$ cat src/rtl/serial_alu_pkg.sv
// rtl/serial_alu_pkg.sv - op codes, FSM states and sizing helper for serial_alu
package serial_alu_pkg;

    localparam logic [2:0] ALU_ADD = 3'd2;
    localparam logic [2:0] ALU_SUB = 3'd3;
    localparam logic [2:0] ALU_AND = 3'd4;
    localparam logic [2:0] ALU_OR  = 3'd5;
    localparam logic [2:0] ALU_NOR = 3'd6;
    localparam logic [2:0] ALU_XOR = 3'd7;

    typedef enum logic [1:0] {
        IDLE = 2'd0,
        RUN  = 2'd1,
        FIN  = 2'd2
    } state_t;

    // Bits needed to count 0..value-1; never less than one.
    function automatic int clog2(input int value);
        int r;
        int v;
        r = 0;
        v = value - 1;
        while (v > 0) begin
            r = r + 1;
            v = v >> 1;
        end
        return (r == 0) ? 1 : r;
    endfunction

endpackage

$ cat src/rtl/serial_alu_slice.sv
// rtl/serial_alu_slice.sv - combinational 1-bit ALU slice
module serial_alu_slice
    import serial_alu_pkg::*;
(
    input  logic       a,
    input  logic       b,
    input  logic       carryin,
    input  logic [2:0] control,
    output logic       out,
    output logic       carryout
);

    logic b_eff;

    always_comb begin
        out      = 1'b0;
        carryout = 1'b0;
        b_eff    = b ^ (control == ALU_SUB);
        case (control)
            ALU_ADD, ALU_SUB: begin
                out      = a ^ b_eff ^ carryin;
                carryout = (a & b_eff) | (a & carryin) | (b_eff & carryin);
            end
            ALU_AND: out = a & b;
            ALU_OR:  out = a | b;
            ALU_NOR: out = ~(a | b);
            ALU_XOR: out = a ^ b;
            default: out = 1'b0;
        endcase
    end

endmodule

$ cat src/rtl/serial_alu.sv
// rtl/serial_alu.sv - bit-serial ALU, LSB first; SERIAL_ALU_CARRYOUT_EN adds carryout port
module serial_alu
    import serial_alu_pkg::*;
#(
    parameter int WIDTH = 32
) (
    input  logic             clock,
    input  logic             reset,
    input  logic             start,
    input  logic [WIDTH-1:0] A,
    input  logic [WIDTH-1:0] B,
    input  logic [2:0]       control,
    output logic             busy,
    output logic             done,
    output logic [WIDTH-1:0] out,
    output logic             overflow,
    output logic             zero,
    output logic             negative
`ifdef SERIAL_ALU_CARRYOUT_EN
    ,
    output logic             carryout
`endif
);

    localparam int CW = clog2(WIDTH);

    state_t           state;
    logic [WIDTH-1:0] a_sh;
    logic [WIDTH-1:0] b_sh;
    logic [WIDTH-1:0] acc;
    logic [2:0]       op;
    logic             carry;
    logic [CW-1:0]    cnt;
    logic             bit_out;
    logic             bit_cout;
    logic             arith;
    logic [WIDTH-1:0] result;

    serial_alu_slice u_slice (
        .a        (a_sh[0]),
        .b        (b_sh[0]),
        .carryin  (carry),
        .control  (op),
        .out      (bit_out),
        .carryout (bit_cout)
    );

    assign arith  = (op == ALU_ADD) || (op == ALU_SUB);
    // Value acc will hold after this edge; on the last bit it is the full result.
    assign result = {bit_out, acc[WIDTH-1:1]};

    always_ff @(posedge clock) begin
        if (reset) begin
            state    <= IDLE;
            busy     <= 1'b0;
            done     <= 1'b0;
            out      <= '0;
            overflow <= 1'b0;
            zero     <= 1'b0;
            negative <= 1'b0;
            carry    <= 1'b0;
            cnt      <= '0;
            a_sh     <= '0;
            b_sh     <= '0;
            acc      <= '0;
            op       <= 3'd0;
`ifdef SERIAL_ALU_CARRYOUT_EN
            carryout <= 1'b0;
`endif
        end else begin
            case (state)
                IDLE, FIN: begin
                    done <= 1'b0;
                    if (start) begin
                        a_sh  <= A;
                        b_sh  <= B;
                        op    <= control;
                        carry <= (control == ALU_SUB);
                        cnt   <= '0;
                        busy  <= 1'b1;
                        state <= RUN;
                    end else begin
                        state <= IDLE;
                    end
                end
                RUN: begin
                    a_sh  <= a_sh >> 1;
                    b_sh  <= b_sh >> 1;
                    acc   <= result;
                    carry <= bit_cout;
                    cnt   <= cnt + 1'b1;
                    if (cnt == CW'(WIDTH - 1)) begin
                        state    <= FIN;
                        busy     <= 1'b0;
                        done     <= 1'b1;
                        out      <= result;
                        overflow <= arith & (carry ^ bit_cout);
                        zero     <= ~|result;
                        negative <= result[WIDTH-1];
`ifdef SERIAL_ALU_CARRYOUT_EN
                        carryout <= arith & bit_cout;
`endif
                    end
                end
                default: state <= IDLE;
            endcase
        end
    end

endmodule

$ cat config.mk
export PLATFORM = sky130hd
export DESIGN_NAME = serial_alu
export DESIGN_NICKNAME = d
export VERILOG_FILES = /design/src/rtl/serial_alu_pkg.sv /design/src/rtl/serial_alu_slice.sv /design/src/rtl/serial_alu.sv
export SDC_FILE = /design/constraint.sdc
export NUM_CORES = 1
export LEC_CHECK = 0
export BUFFER_PORTS_ARGS = -buffer_cell sky130_fd_sc_hd__buf_2
export CAP_MARGIN = 10
export CELL_PAD_IN_SITES_DETAIL_PLACEMENT = 1
export CELL_PAD_IN_SITES_GLOBAL_PLACEMENT = 2
export CORE_UTILIZATION = 32
export DETAILED_ROUTE_END_ITERATION = 12
export GPL_TIMING_DRIVEN = 0
export PLACE_DENSITY = 0.9
export SETUP_SLACK_MARGIN = 0.1
export SLEW_MARGIN = 20
export SYNTH_ARGS = -nofsm -noshare
export SYNTH_HDL_FRONTEND = slang
export SYNTH_HIERARCHICAL = 1
export SYNTH_SLANG_ARGS = --single-unit
$ cat constraint.sdc
create_clock -name clock -period 3.2 [get_ports clock]
set_input_delay 0.32 -clock clock [delete_from_list [all_inputs] [get_ports clock]]
set_output_delay 0.32 -clock clock [all_outputs]
set_load 0.05 [all_outputs]
==> results.toml, run 1 <==
[status]
status = "finished, final reports clean"

[die]
io_pins = 107
start_util = 0.328
core_area_um2 = 16500
rows = 47
die_height_um = 132
die_w_um = 132
dieArea_um2 = 17400

[worst_setup_path]
timing.rr.end = "zero"
cp_cell_sequence = "nand3_1, xnor2_1, fa_1, o32ai_1, a31o_1, nor4_1, nand4_1, or3_1, a21oi_1"
crit_type = "reg2reg"
critPathRequiredTime_ns = 3.55
cp-start-kind = "flop"
reg2reg_from = "op[1]"
crit_slowest_cell = "fa_1"
crit_arrival_ns = 2.94
worst-r2r-setup-slack_ns = 0.62
critical_path.startpoint = "op[1]"
worst_setup_path_end_kind = "flop"
crit_fanout = 7
reg2regPathDepth = 9
max_stage_delay_ns = 0.49

[final_layout]
area_delta_synth_final_pct = 25.2
stdcell_area_um2 = 6780
final_nets = 855
layout.cells.non_filler = 1012
final_util = 0.410
layout-drive-gt1-share = 0.212
n_antenna_cell = 0

[placed_design]
dpl.cell_count = 981
gp_congestion = 0.783
pre_cts_slack_ns = 0.599
io_buffer_count = 105
placed_area_um2 = 6210
dp_hpwl_mm = 11.2

[sta]
rsz0062_at_grt = "false"
relSlewSlack = 0.532
fin_crit_sh = 0.807
setup_viol = 0
finalSetupTns_ns = 0
finalCriticalPeriod_ns = 2.58
postLayoutSetupSlackWorst_ns = 0.616
worst_clock_skew_ns = 0.00696
slew_violations = 0
tightest_slew_ns = 0.701
max_freq_mhz = 387
hold_viol_final = 0

[yosys]
yosys.area.top_type = "dfxtp_1"
synthFlopType = "dfxtp_1"
ys_async_sr_fraction = 0
synth.distinct_cells = 34
avgSynthCellArea_um2 = 8.25
ys_seq_area_frac = 0.525
yosys_warnings = 6
syn_inst = 656
synth_area_um2 = 5410
synth_edf_count = 0
synth_top_area_frac = 0.525
ys_seq_elements = 142
ys_top_cells_by_area = "dfxtp_1 53%, nand2_1 14%, a21oi_1 12%"
synth_commonest_cells = "201 x nand2_1, 142 x dfxtp_1, 134 x a21oi_1"
synth.net_count = 731
yosysMostFrequentCell = "nand2_1"

[cts]
root_buffer = "clkbuf_16"
cts.sinks = 142
clock_latency_ns = 0.42
hold_buffers = 0
ctsLongestPathBuffers = 2
cts_setup_buffers = 0
cts_made_buffers = 17
cts-htree-levels = 4
cts_tree = "built"
ctsResizeCount = 0
clkTransAtPathRegs_ns = 0.06

[pwr]
switchingPower_w = 0.000973
leakagePower_nw = 2.63
p_seq_frac = 0.458
power_density_nw_per_um2 = 604
netSwitchingFraction = 0.238
power_frac_comb = 0.083
internal-power_w = 0.00312
ir_drop_v = 0.000398
clock_power_share = 0.460

[drt]
drc_errors = 0
vias_per_cell = 4.97
vias = 5026
drtIter0Drc = 214
drtPass1Iterations = 4
ant_nets = 0
wl_per_cell_um = 15.0
wirelength_mm = 15.2

[run]
cap_violations = 0

[global_route]
antenna_found_initial = 1
grt_pass1_vias = 5238
grt_pass1_wl_mm = 25.2
grt_max_degree = 17
grt_usage = 0.181
overflow = 0

[hold_path]
hold_end = "a_sh[31]"
min_from = "A[31]"
hp-class = "in2reg"
hold_depth = 3
-- area by class of cell --
class | count | area [µm²]
clock buffer | 24 | 502
clock inverter | 7 | 60.1
tap | 220 | 275
multi-input combinational | 455 | 2290
timing repair buffer | 105 | 526
buffer | 55 | 267
sequential | 142 | 2840
fill | 2020 | 9750
inverter | 4 | 15.0
-- kinds of logic (layout without fill, tap and decap cells) --
group / Yosys count / count (layout) / share of synthesized area
buf+inv: 59 / 195 / 0.0520
mux: 2 / 2 / 0.00393
flops: 142 / 142 / 0.525
compound gates: 205 / 205 / 0.222
fa+ha+maj: 5 / 5 / 0.0129
xor+xnor: 2 / 2 / 0.00324
simple gates: 241 / 241 / 0.181
-- flip-flops by register name, indices dropped and copies added (netlist names) --
name	count
a_sh	32
b_sh	32
out	32
acc	31
cnt	5
op	3
state	2
busy	1
carry	1
done	1
overflow	1
zero	1
-- through the flow --
step                      total power [W]  hold slack (ns)
final                             0.00409            0.160
after global routing              0.00425            0.168
after CTS                         0.00413            0.152
after detailed placement          0.00225            0.447
after global placement            0.00223            0.441
after floorplan                   0.00212            0.437
-- metal layers --
metal,vias to the layer above,wire length (µm),global-route usage
li1,2500,-,-
met1,2395,6660,0.215
met2,110,7460,0.312
met3,21,871,0.0515
met4,0,212,0.0633
met5,-,0,0
-- worst max-delay path by stage --
stage / endpoint / slack [ns] / depth (start not counted)
finish: zero / 0.62 / 9
global route: zero / 0.37 / 9
CTS: zero / 0.58 / 9
detailed placement: zero / 0.60 / 9
global placement: zero / 0.63 / 9
floorplan: zero / 0.93 / 9
-- critical path: cells and delay by family, from the launching register on --
family / cells / cell delay, ns
flip-flops: 1 / 0.44
XOR/XNOR: 1 / 0.15
adder cells (fa/ha/maj): 1 / 0.49
AND/OR/NAND/NOR: 4 / 0.97
AO/OA/AOI/OAI: 3 / 0.46
-- power by group through the flow --
stage | combinational (W) | sequential, W | clock [W]
after floorplan | 0.000217 | 0.00190 | 0
after CTS | 0.000343 | 0.00187 | 0.00191
after global routing | 0.000379 | 0.00188 | 0.00199
final | 0.000338 | 0.00187 | 0.00188
after detailed placement | 0.000342 | 0.00191 | 0
after global placement | 0.000322 | 0.00191 | 0
-- placed cells by master, fill, tap and decap left out, types with 2 or more instances in the layout --
| master | netlist | layout |
|---|---|---|
| a22oi_1 | 66 | 66 |
| nand2_1 | 201 | 201 |
| buf_2 | 24 | 129 |
| clkbuf_16 | 0 | 17 |
| clkbuf_1 | 23 | 25 |
| dfxtp_1 | 142 | 142 |
| buf_4 | 6 | 6 |
| inv_1 | 4 | 4 |
| o21ai_0 | 2 | 2 |
| nor2_1 | 15 | 15 |
| clkinv_2 | 0 | 6 |
| ha_1 | 4 | 4 |
| nor4_1 | 8 | 8 |
| a21oi_1 | 134 | 134 |
| nor3_1 | 2 | 2 |
| nand2b_1 | 3 | 3 |
| clkbuf_8 | 0 | 5 |
| nand4_1 | 3 | 3 |
No activity file was read; power rests on OpenSTA's default activity.
==> inputs of run 2 (changes only) <==
==> constraint.sdc (replaced) <==
create_clock -name clock -period 2.5 [get_ports clock]
set_input_delay 0.25 -clock clock [delete_from_list [all_inputs] [get_ports clock]]
set_output_delay 0.25 -clock clock [all_outputs]
set_load 0.05 [all_outputs]
==> run 2 against run 1 <==
- hold slack worse by 0.075 ns
- sequential share of layout area is 0.14 points lower
- sequential power up 28%
- first-iteration DRC count is 12% lower
- via count rose by 0.46%
==> results.toml, run 2 (synthesized netlist as in run 1, its figures left out) <==
[drt]
wirelength_mm = 15.3
vias_per_cell = 4.98
wl_per_cell_um = 15.1
drtIter0Drc = 188
drc_errors = 0
vias = 5049
drtPass1Iterations = 4
ant_nets = 0

[worst_setup_path]
critPathRequiredTime_ns = 2.86
worst_setup_path_end_kind = "flop"
reg2regPathDepth = 9
crit_arrival_ns = 2.76
critical_path.startpoint = "op[1]"
cp-start-kind = "flop"
crit_type = "reg2reg"
reg2reg_from = "op[1]"
crit_fanout = 7

[cts]
cts-htree-levels = 4
cts_tree = "built"
cts_made_buffers = 17
cts.sinks = 142
clkTransAtPathRegs_ns = 0.06
ctsLongestPathBuffers = 2
clock_latency_ns = 0.42
root_buffer = "clkbuf_16"

[pwr]
p_seq_frac = 0.458
clock_power_share = 0.459
power_w = 0.00524
internal-power_w = 0.00399
netSwitchingFraction = 0.238
switchingPower_w = 0.00125
ir_drop_v = 0.000512
power_frac_comb = 0.083
power_density_nw_per_um2 = 770
leakagePower_nw = 2.64

[placed_design]
gp_congestion = 0.783
dp_hpwl_mm = 11.2
io_buffer_count = 105

[die]
dieArea_um2 = 17400
die_height_um = 132
core_area_um2 = 16500
rows = 47
io_pins = 107
die_w_um = 132
start_util = 0.328

[final_layout]
n_antenna_cell = 0
largest_registers = "a_sh x32, b_sh x32, out x32"
area_delta_synth_final_pct = 25.7
final_common_cell = "nand2_1"
final_cell_mix = "201 x nand2_1, 139 x dfxtp_1, 133 x a21oi_1"
ff_latch_area_um2 = 2850
layout-drive-gt1-share = 0.223
nFillCells = 2019
multi_input_area_um2 = 2310
final_nets = 856

[sta]
hold_viol_final = 0
setup_viol = 0
tightest_slew_ns = 0.701
max_freq_mhz = 417
finalSetupTns_ns = 0
rsz0062_at_grt = "true"
worst_clock_skew_ns = 0.00706
finalCriticalPeriod_ns = 2.40
fin_crit_sh = 0.959
relSlewSlack = 0.532
slew_violations = 0

[status]
status = "finished, final reports clean"

[global_route]
grt_usage = 0.181
grt_max_degree = 17
grt_pass1_wl_mm = 25.2
grt_pass1_vias = 5238
antenna_found_initial = 1
overflow = 0

[run]
cap_violations = 0

[hold_path]
hp-class = "in2reg"
min_from = "control[2]"
hold_depth = 3
==> run 2: cell count changes in the layout (fill, tap and decap cells not counted) <==
cell,change
nor4_2,+1
or3_4,+1
a21oi_1,-1
dfxtp_1,-3
nand3_2,+1
dfxtp_2,+3
or3_1,-1
buf_4,+1
inv_1,-1
inv_2,+1
nor4_1,-1
nand3_1,-1
a21oi_2,+1
==> run 2: final cells by class <==
class,instances,share of cell area
plain buffers,55,0.0391
clock buffers,24,0.0737
clock inverters,7,0.00882
inverters,4,0.00221
multi-input cells,455,0.339
flip-flops and latches,142,0.418
well taps,220,0.0404
repair buffers,106,0.0783
==> run 2: per-layer routing <==
metal | vias to the layer above | wire length (µm) | track usage
met2 | 102 | 7490 | 0.311
met4 | 0 | 205 | 0.0633
li1 | 2506 | - | -
met5 | - | 0 | 0
met3 | 21 | 831 | 0.0515
met1 | 2420 | 6750 | 0.216
==> run 2: worst max-delay path, stage by stage (launching register included) <==
cell and delay (ns):
dfxtp_2 0.40, nand3_2 0.10, xnor2_1 0.14, fa_1 0.49
o32ai_1 0.08, a31o_1 0.23, nor4_2 0.22, nand4_1 0.14
or3_4 0.41, a21oi_2 0.12
==> run 2: per-stage QoR <==
step / hold slack [ns] / setup slack [ns] / instances / area (µm²) / utilization
4_1_cts: 0.0818 / 0.166 / 1013 / 6790 / 0.411
3_3_place_gp: 0.441 / -0.0697 / 981 / 6210 / 0.376
6_report: 0.0855 / 0.102 / 1013 / 6810 / 0.412
3_5_place_dp: 0.447 / -0.101 / 981 / 6210 / 0.376
5_1_grt: 0.0984 / -0.0468 / 1013 / 6810 / 0.412
2_1_floorplan: 0.386 / 0.226 / 656 / 5410 / -
==> run 2: what timing repair did <==
item,4_1_cts,5_1_grt
gates resized for setup,2,6
setup buffers,1,0
setup endpoints to repair,1,1
pin swaps,2,4
hold buffers,0,0
==> run 2: power by group through the flow <==
stage	Sequential, W	Combinational, W	Clock (W)
floorplan	0.00243	0.000278	0
global placement	0.00244	0.000412	0
detailed placement	0.00245	0.000437	0
CTS	0.00240	0.000441	0.00245
global route	0.00241	0.000488	0.00254
finish	0.00240	0.000436	0.00241
==> run 2: final timing paths <==
| kind | endpoint | slack (ns) |
|---|---|---|
| setup reg to reg | zero | 0.10 |
| hold / removal | op[2] | 0.09 |
| hold reg to reg | out[6] | 0.45 |
| setup / recovery | zero | 0.10 |
==> inputs of run 3 (changes only) <==
==> constraint.sdc (replaced) <==
create_clock -name clock -period 2.75 [get_ports clock]
set_input_delay 0.275 -clock clock [delete_from_list [all_inputs] [get_ports clock]]
set_output_delay 0.275 -clock clock [all_outputs]
set_load 0.05 [all_outputs]
==> run 3 against run 2 <==
- global-route usage about the same
- register-to-register slack better by 0.30 ns
- setup slack better by 0.30 ns
- clock skew about the same
- sequential share of layout area up 0.11 points
- routed wire length down 0.46%
- count of clock-buffer cells in the layout unchanged
- critical path depth up 1
- die area unchanged
- first-iteration DRC count up 13%
- clock power down 9.1%
- combinational power down 9.6%
- critical endpoint unchanged
==> results.toml, run 3 (synthesized netlist as in run 1, its figures left out) <==
[cts]
clkTransAtPathRegs_ns = 0.06
cts_setup_buffers = 0
root_buffer = "clkbuf_16"
ctsResizeCount = 0
cts-htree-levels = 4
clock_latency_ns = 0.42
hold_buffers = 0
cts.sinks = 142
cts_tree = "built"
cts_made_buffers = 17
ctsLongestPathBuffers = 2

[hold_path]
hold_end = "a_sh[31]"
hp-class = "in2reg"
min_from = "A[31]"
hold_depth = 3

[final_layout]
final_nets = 855
area_delta_synth_final_pct = 25.3
layout-drive-gt1-share = 0.215
final_common_cell = "nand2_1"
n_antenna_cell = 0
final_util = 0.411
final_cell_mix = "201 x nand2_1, 141 x dfxtp_1, 134 x a21oi_1"
largest_registers = "a_sh x32, b_sh x32, out x32"

[die]
start_util = 0.328
die_height_um = 132
rows = 47
die_w_um = 132
core_area_um2 = 16500
dieArea_um2 = 17400
io_pins = 107

[pwr]
leakagePower_nw = 2.63
p_seq_frac = 0.457
power_w = 0.00476
clock_power_share = 0.460
switchingPower_w = 0.00113
internal-power_w = 0.00363
ir_drop_v = 0.000464
power_density_nw_per_um2 = 702
power_frac_comb = 0.083
netSwitchingFraction = 0.238

[sta]
fin_crit_sh = 0.854
max_freq_mhz = 426
worst_clock_skew_ns = 0.00720
postLayoutSetupSlackWorst_ns = 0.403
slew_violations = 0
tightest_slew_ns = 0.702
finalSetupTns_ns = 0
setup_viol = 0
relSlewSlack = 0.532
finalCriticalPeriod_ns = 2.35
hold_slack_ns = 0.114
hold_viol_final = 0
rsz0062_at_grt = "false"

[worst_setup_path]
crit_type = "reg2reg"
cp-start-kind = "flop"
timing.rr.end = "zero"
worst-r2r-setup-slack_ns = 0.40
crit_fanout = 5
worst_setup_path_end_kind = "flop"
crit_slowest_cell = "fa_1"
reg2regPathDepth = 10
critPathRequiredTime_ns = 3.10
cp_cell_sequence = "inv_1, nand3_1, xnor2_1, fa_1, o32ai_1, a31o_1, nor4_2, nand4_1, or3_1, a21oi_1"
crit_arrival_ns = 2.70
reg2reg_from = "op[2]"
max_stage_delay_ns = 0.49

[global_route]
grt_usage = 0.181
antenna_found_initial = 1
grt_pass1_vias = 5238
grt_pass1_wl_mm = 25.2
overflow = 0
grt_max_degree = 17

[drt]
wl_per_cell_um = 15.0
vias = 5024
drtPass1Iterations = 4
vias_per_cell = 4.96
drc_errors = 0
ant_nets = 0
wirelength_mm = 15.2
drtIter0Drc = 213

[placed_design]
dp_hpwl_mm = 11.2
pre_cts_slack_ns = 0.149
io_buffer_count = 105
gp_congestion = 0.783

[status]
status = "finished, final reports clean"

[run]
cap_violations = 0
run 3: stage by stage:
stage,cells,instance area [µm²]
6_report,1012,6780
5_1_grt,1012,6780
4_1_cts,1012,6780
3_5_place_dp,981,6210
3_3_place_gp,981,6210
2_1_floorplan,656,5410
run 3: layout make-up:
type | instances | area (µm²)
Multi-Input combinational cell | 455 | 2300
Fill cell | 2017 | 9740
Timing Repair Buffer | 105 | 526
Sequential cell | 142 | 2840
Clock buffer | 24 | 502
Tap cell | 220 | 275
Clock inverter | 7 | 60.1
Inverter | 4 | 15.0
Buffer | 55 | 267
run 3: worst max-delay path by stage:
| stage | from | end | slack [ns] | depth (start not counted) |
|---|---|---|---|---|
| final | op[2] | zero | 0.40 | 10 |
| after global routing | op[2] | zero | 0.15 | 10 |
| after CTS | op[1] | zero | 0.13 | 9 |
| after detailed placement | op[1] | zero | 0.15 | 9 |
| after global placement | op[1] | zero | 0.18 | 9 |
| after floorplan | op[1] | zero | 0.48 | 9 |
run 3: routing by layer:
metal | up-vias | share of wire | track usage
li1 | 2501 | - | -
met1 | 2392 | 0.44 | 0.215
met2 | 110 | 0.49 | 0.312
met3 | 21 | 0.059 | 0.0515
met4 | 0 | 0.013 | 0.0633
met5 | - | 0 | 0
run 3: worst max-delay path, delay by kind of cell, from the launching register on:
kind | cells | cell delay (ns)
xor gates and xnor gates | 1 | 0.15
buffers and inverters | 1 | 0.08
adders and majority gates | 1 | 0.49
AOI/OAI and AO/OA | 3 | 0.46
DFF | 1 | 0.34
and+or+nand+nor | 4 | 0.75
run 3: power by group through the flow:
stage / sequential, W / clock (W) / combinational [W]
2_1_floorplan: 0.00221 / 0 / 0.000252
3_3_place_gp: 0.00222 / 0 / 0.000374
3_5_place_dp: 0.00222 / 0 / 0.000397
4_1_cts: 0.00218 / 0.00223 / 0.000400
5_1_grt: 0.00219 / 0.00231 / 0.000442
6_report: 0.00218 / 0.00219 / 0.000394
